[src/rtl/mat_weight_loader.sv]
// Burst sequencer: streams a strided weight tile from data memory into the matrix unit, one row per cycle.
// Lane data are IEEE-754 single-precision bit patterns. `MAT_WEIGHT_LOADER_ZERO_FILL_EN pads the tile with 0.0 rows.
module mat_weight_loader #(
    parameter int WIDTH              = 16,
    parameter int DATA_MEM_ADDR_SIZE = 32,
    parameter int WIDTH_ADDR_SIZE    = $clog2(WIDTH)
) (
    input  logic                           clock,
    input  logic                           reset,
    // start is a one-cycle request honoured only in IDLE without abort; busy is high from the
    // accepting edge until the edge after the done pulse, and done pulses once per completed burst.
    input  logic                           start,
    input  logic                           abort,
    input  logic [DATA_MEM_ADDR_SIZE-1:0]  base_addr,
    input  logic [DATA_MEM_ADDR_SIZE-1:0]  stride,
    input  logic [WIDTH_ADDR_SIZE:0]       row_count,
    output logic                           busy,
    output logic                           done,
    output logic [DATA_MEM_ADDR_SIZE-1:0]  data_mem_read_addr,
    input  logic [WIDTH-1:0][31:0]         data_mem_data_out,
    output logic                           unit_set_weight,
    output logic [WIDTH_ADDR_SIZE-1:0]     unit_set_weight_row,
    output logic [WIDTH-1:0][31:0]         unit_data_in,
    output logic [1:0]                     dbg_state_o
);

    localparam int CNT_W = WIDTH_ADDR_SIZE + 1;
    localparam logic [CNT_W-1:0]           WIDTH_CNT = CNT_W'(WIDTH);
    localparam logic [WIDTH_ADDR_SIZE-1:0] LAST_IDX  = WIDTH_ADDR_SIZE'(WIDTH - 1);

`ifdef MAT_WEIGHT_LOADER_ZERO_FILL_EN
    localparam bit ZERO_FILL = 1'b1;
`else
    localparam bit ZERO_FILL = 1'b0;
`endif

    typedef enum logic [1:0] {
        S_IDLE  = 2'd0,
        S_LOAD  = 2'd1,
        S_FILL  = 2'd2,
        S_DRAIN = 2'd3
    } state_t;

    state_t                           state_q, state_d;
    logic [DATA_MEM_ADDR_SIZE-1:0]    addr_q, addr_d;
    logic [DATA_MEM_ADDR_SIZE-1:0]    stride_q, stride_d;
    logic [CNT_W-1:0]                 count_q, count_d;
    logic [WIDTH_ADDR_SIZE-1:0]       idx_q, idx_d;
    logic                             busy_q, busy_d;
    logic                             done_q, done_d;
    logic                             we_q, we_d;
    logic [WIDTH_ADDR_SIZE-1:0]       row_q, row_d;
    logic [WIDTH-1:0][31:0]           data_q, data_d;
    logic [CNT_W-1:0]                 clamped_count;
    logic                             last_load_row;

    assign clamped_count = (row_count > WIDTH_CNT) ? WIDTH_CNT : row_count;
    assign last_load_row = ({1'b0, idx_q} == (count_q - CNT_W'(1)));

    always_comb begin
        state_d  = state_q;
        addr_d   = addr_q;
        stride_d = stride_q;
        count_d  = count_q;
        idx_d    = idx_q;
        busy_d   = busy_q;
        done_d   = 1'b0;
        we_d     = 1'b0;
        row_d    = row_q;
        data_d   = data_q;

        case (state_q)
            S_IDLE: begin
                // IDLE also covers the done cycle, so a back-to-back start lands on the edge busy falls.
                busy_d = 1'b0;
                if (start && !abort) begin
                    busy_d   = 1'b1;
                    addr_d   = base_addr;
                    stride_d = stride;
                    count_d  = clamped_count;
                    idx_d    = '0;
                    if (clamped_count != '0) begin
                        state_d = S_LOAD;
                    end else if (ZERO_FILL) begin
                        state_d = S_FILL;
                    end else begin
                        state_d = S_DRAIN;
                    end
                end
            end
            S_LOAD: begin
                if (abort) begin
                    state_d = S_IDLE;
                    busy_d  = 1'b0;
                end else begin
                    we_d   = 1'b1;
                    row_d  = idx_q;
                    data_d = data_mem_data_out;
                    idx_d  = idx_q + WIDTH_ADDR_SIZE'(1);
                    if (last_load_row) begin
                        // Address is left on the last row read rather than advanced past it.
                        state_d = (ZERO_FILL && (count_q < WIDTH_CNT)) ? S_FILL : S_DRAIN;
                    end else begin
                        addr_d = addr_q + stride_q;
                    end
                end
            end
            S_FILL: begin
                if (abort) begin
                    state_d = S_IDLE;
                    busy_d  = 1'b0;
                end else begin
                    we_d   = 1'b1;
                    row_d  = idx_q;
                    data_d = '0;
                    idx_d  = idx_q + WIDTH_ADDR_SIZE'(1);
                    if (idx_q == LAST_IDX) begin
                        state_d = S_DRAIN;
                    end
                end
            end
            S_DRAIN: begin
                state_d = S_IDLE;
                if (abort) begin
                    busy_d = 1'b0;
                end else begin
                    done_d = 1'b1;
                end
            end
            default: begin
                state_d = S_IDLE;
                busy_d  = 1'b0;
            end
        endcase
    end

    always_ff @(posedge clock or posedge reset) begin
        if (reset) begin
            state_q  <= S_IDLE;
            addr_q   <= '0;
            stride_q <= '0;
            count_q  <= '0;
            idx_q    <= '0;
            busy_q   <= 1'b0;
            done_q   <= 1'b0;
            we_q     <= 1'b0;
            row_q    <= '0;
            data_q   <= '0;
        end else begin
            state_q  <= state_d;
            addr_q   <= addr_d;
            stride_q <= stride_d;
            count_q  <= count_d;
            idx_q    <= idx_d;
            busy_q   <= busy_d;
            done_q   <= done_d;
            we_q     <= we_d;
            row_q    <= row_d;
            data_q   <= data_d;
        end
    end

    assign busy                = busy_q;
    assign done                = done_q;
    assign data_mem_read_addr  = addr_q;
    assign unit_set_weight     = we_q;
    assign unit_set_weight_row = row_q;
    assign unit_data_in        = data_q;
    assign dbg_state_o         = state_q;

endmodule

[config.mk]
export PLATFORM = sky130hd
export DESIGN_NAME = mat_weight_loader
export DESIGN_NICKNAME = d
export VERILOG_FILES = /design/src/rtl/mat_weight_loader.sv
export SDC_FILE = /design/constraint.sdc
export NUM_CORES = 1
export LEC_CHECK = 0
export BUFFER_PORTS_ARGS = -buffer_cell sky130_fd_sc_hd__buf_2
export CAP_MARGIN = 15
export CORE_AREA = 2 2 446 448
export DETAILED_ROUTE_END_ITERATION = 6
export DIE_AREA = 0 0 448 450
export SLEW_MARGIN = 20
export SYNTH_ARGS = -nofsm -noshare
export SYNTH_HDL_FRONTEND = slang
export SYNTH_SLANG_ARGS = --single-unit
[constraint.sdc]
create_clock -name clock -period 26.1 [get_ports clock]
set_input_delay 2.61 -clock clock [delete_from_list [all_inputs] [get_ports clock]]
set_output_delay 2.61 -clock clock [all_outputs]
set_load 0.02 [all_outputs]
==> flow_metrics.tcl <==
set metrics [dict create \
    grt_pass1_vias 24384 \
    maxSlewHeadroom_pct 29.87 \
    firstDrtPassIters 5 \
    min_period_ns 5.769 \
    drt_iter0_markers 1774 \
    dp_hpwl_um 137500 \
    power_density_mw_per_mm2 143.2 \
    wl_per_cell_um 26.12 \
    crit_slowest_cell "buf_4" \
    netlist_instances 2766 \
    grt_pass1_wl_um 224200 \
    tightest_slew_ns 1.052 \
    ctsHoldBuffers 0 \
    vias_per_cell 3.831 \
    fin_crit_sh_pct 22.10 \
    cts-root-buf "clkbuf_16" \
    nNetsFinal 4443 \
    finalSetupTns_ns 0 \
    yosys_register_bits 594 \
    yosysWarnings 0 \
    rows 163 \
    post_cts_buffers 0 \
    htreeDepth 3 \
    slew_violations 0 \
    rsz0062_at_grt "no" \
    syn-cell-area_sq_mm 0.02511 \
    vdd_drop_max_mv 0.05623 \
    cts_resized 0 \
    async_flop_share_pct 100.0 \
    drive_gt1_share_pct 35.00 \
    synth_nets 3390 \
    fmax_mhz 173.3 \
    vias 25098 \
    post_dp_cell_area_sq_mm 0.03367 \
    area_growth_syn_to_layout_pct 46.37 \
    antenna_found_initial 126 \
    critPathMostFrequentCell "buf_4" \
    cpPeakStageDelay_ns 0.86 \
    crit_chain "buf_2 > nand2b_4 > buf_4 > buf_4 > buf_4 > nand2_1 > a21oi_1" \
    fin_skew_ns 0.04426 \
    final_cell_area_sq_mm 0.03675 \
    grt_max_degree 163 \
    p_leak_uw 0.01794 \
    path_max_fanout 83 \
    drc 0 \
    ios 1138 \
    maxCapViolations 0 \
    ant_nets 0 \
    clock_path_buffers 3 \
    grt_overflow 0 \
    ys_types 53 \
    initial_core_util_pct 12.77 \
    setup_viol 0 \
    cts_tree "done" \
    synth_edf_count 0 \
    grt_use_total_pct 16.38 \
    coreArea_sq_mm 0.1966 \
    clkSlewWorstSetupHoldPaths_ns 0.06 \
    fillers 22339 \
    hold_path.class "reg -> reg" \
    postSynthAreaPerCell_sq_um 9.076 \
    required_ns 26.74 \
    holdWs_ns 0.5022 \
    cp-start-kind "primary input" \
    die_w_um 448 \
    fp.dieH_um 450 \
    cp_num_buf_inv 4 \
    cpLargestDelayFamily "buffers and inverters" \
    globalplace.congestion 0.9587 \
    hold_viol 0 \
    cts_made_buffers 82 \
    ys.flop_type "dfrtp_1" \
    die-area_sq_mm 0.2016 \
    criticalPathCategory "in -> reg" \
    io_buffers 1137 \
    cts.sinks 594 \
    yosysSeqAreaShare_pct 59.21 \
    clk_latency_ns 0.73 \
    cp-end-kind "flip-flop" \
    status "complete, no violations" \
    worstPathArrival_ns 6.41 \
    wl_um 171100 \
]
==> registers in the layout, indices dropped and copies added, names as in the netlist, 2 cells and up <==
| name | flops |
|---|---|
| count_q | 5 |
| data_mem_read_addr | 32 |
| dbg_state_o | 2 |
| idx_q | 4 |
| stride_q | 32 |
| unit_data_in | 512 |
| unit_set_weight_row | 4 |
==> cell usage after synthesis (all sizes together), types with 13 or more instances <==
cell | n | area share [%]
inv | 14 | 0.21
mux2i | 23 | 0.92
dfrtp | 594 | 59
buf | 13 | 0.22
a21oi | 556 | 11
o21ai | 52 | 1.1
ha | 38 | 1.9
a21o | 14 | 0.42
xnor2 | 20 | 0.70
nand3 | 17 | 0.34
clkbuf | 184 | 2.8
nand2 | 1079 | 16
nor2 | 27 | 0.40
mux2 | 37 | 1.7
==> report_power, final <==
part / total (uW) / switching [uW] / internal [uW]
sequential: 1570 / 261 / 1310
combinational: 2420 / 1690 / 725
clock: 1280 / 506 / 771
==> layout by cell type (no fill, tap or decap), drive strengths merged, types with 3 or more instances in the layout <==
cell | netlist | layout
bufinv | 0 | 14
o21ai | 52 | 52
clkbuf | 184 | 107
o211ai | 5 | 5
a21oi | 556 | 556
ha | 38 | 38
a31oi | 6 | 6
diode | 0 | 26
and2 | 3 | 3
a311oi | 4 | 4
inv | 14 | 22
xor2 | 12 | 12
clkinv | 0 | 14
o21a | 4 | 4
dfrtp | 594 | 594
nand3 | 17 | 17
nand2 | 1079 | 1079
a21o | 14 | 14
mux2i | 23 | 23
a211oi | 4 | 4
nand3b | 3 | 3
and3 | 7 | 7
nor3 | 8 | 8
nor2 | 27 | 27
clkinvlp | 0 | 8
mux2 | 37 | 37
buf | 13 | 1166
xnor2 | 20 | 20
o21bai | 4 | 4
nand2b | 7 | 7
nand4 | 8 | 8
==> cells by family after synthesis <==
family	count (synthesis)	synth area share [%]
xor+xnor	32	1.116
fa+ha+maj	39	1.974
simple gates	1166	17.99
mux	60	2.577
flops	594	59.21
compound gates	664	13.95
buf+inv	211	3.185
==> through the flow <==
stage / setup slack, ns / util [%] / power [uW] / instances
after floorplan: 6.865 / - / 2913 / 2766
after global placement: 19.65 / 17.13 / 4007 / 6375
after detailed placement: 19.60 / 17.13 / 4039 / 6375
after CTS: 20.42 / 18.66 / 5357 / 6526
after global routing: 20.07 / 18.68 / 5598 / 6545
final: 20.33 / 18.69 / 5262 / 6552
==> final timing paths <==
path	startpoint	endpoint	slack [ns]	depth (start not counted)
setup / recovery	abort	unit_data_in[126]	20.33	7
hold / removal	unit_set_weight_row[0]	unit_set_weight_row[0]	0.50	1
setup reg to reg	dbg_state_o[1]	unit_data_in[9]	20.90	11
hold reg to reg	unit_set_weight_row[0]	unit_set_weight_row[0]	0.50	1
max in group asynchronous	reset	stride_q[13]	21.76	4
min in group asynchronous	reset	unit_data_in[107]	1.99	2
==> metal layers <==
layer	wire, um	global-route usage (%)	vias to the layer above
met4	6154	5.777	16
met3	17100	6.925	327
met1	63850	18.28	12547
met2	83910	27.70	961
li1	-	-	11247
met5	106	0	-
==> final cells by class <==
class	instances	area (sq um)	area share, %
Timing Repair Buffer	1166	5971	16.25
Sequential cell	594	14860	40.45
Antenna cell	26	65.06	0.1771
Multi-Input combinational cell	1961	9473	25.78
Tap cell	2640	3303	8.989
Clock inverter	44	695.7	1.893
Clock buffer	107	2316	6.302
Inverter	14	60.06	0.1634
Note: power is estimated with default switching activity, not from simulation.
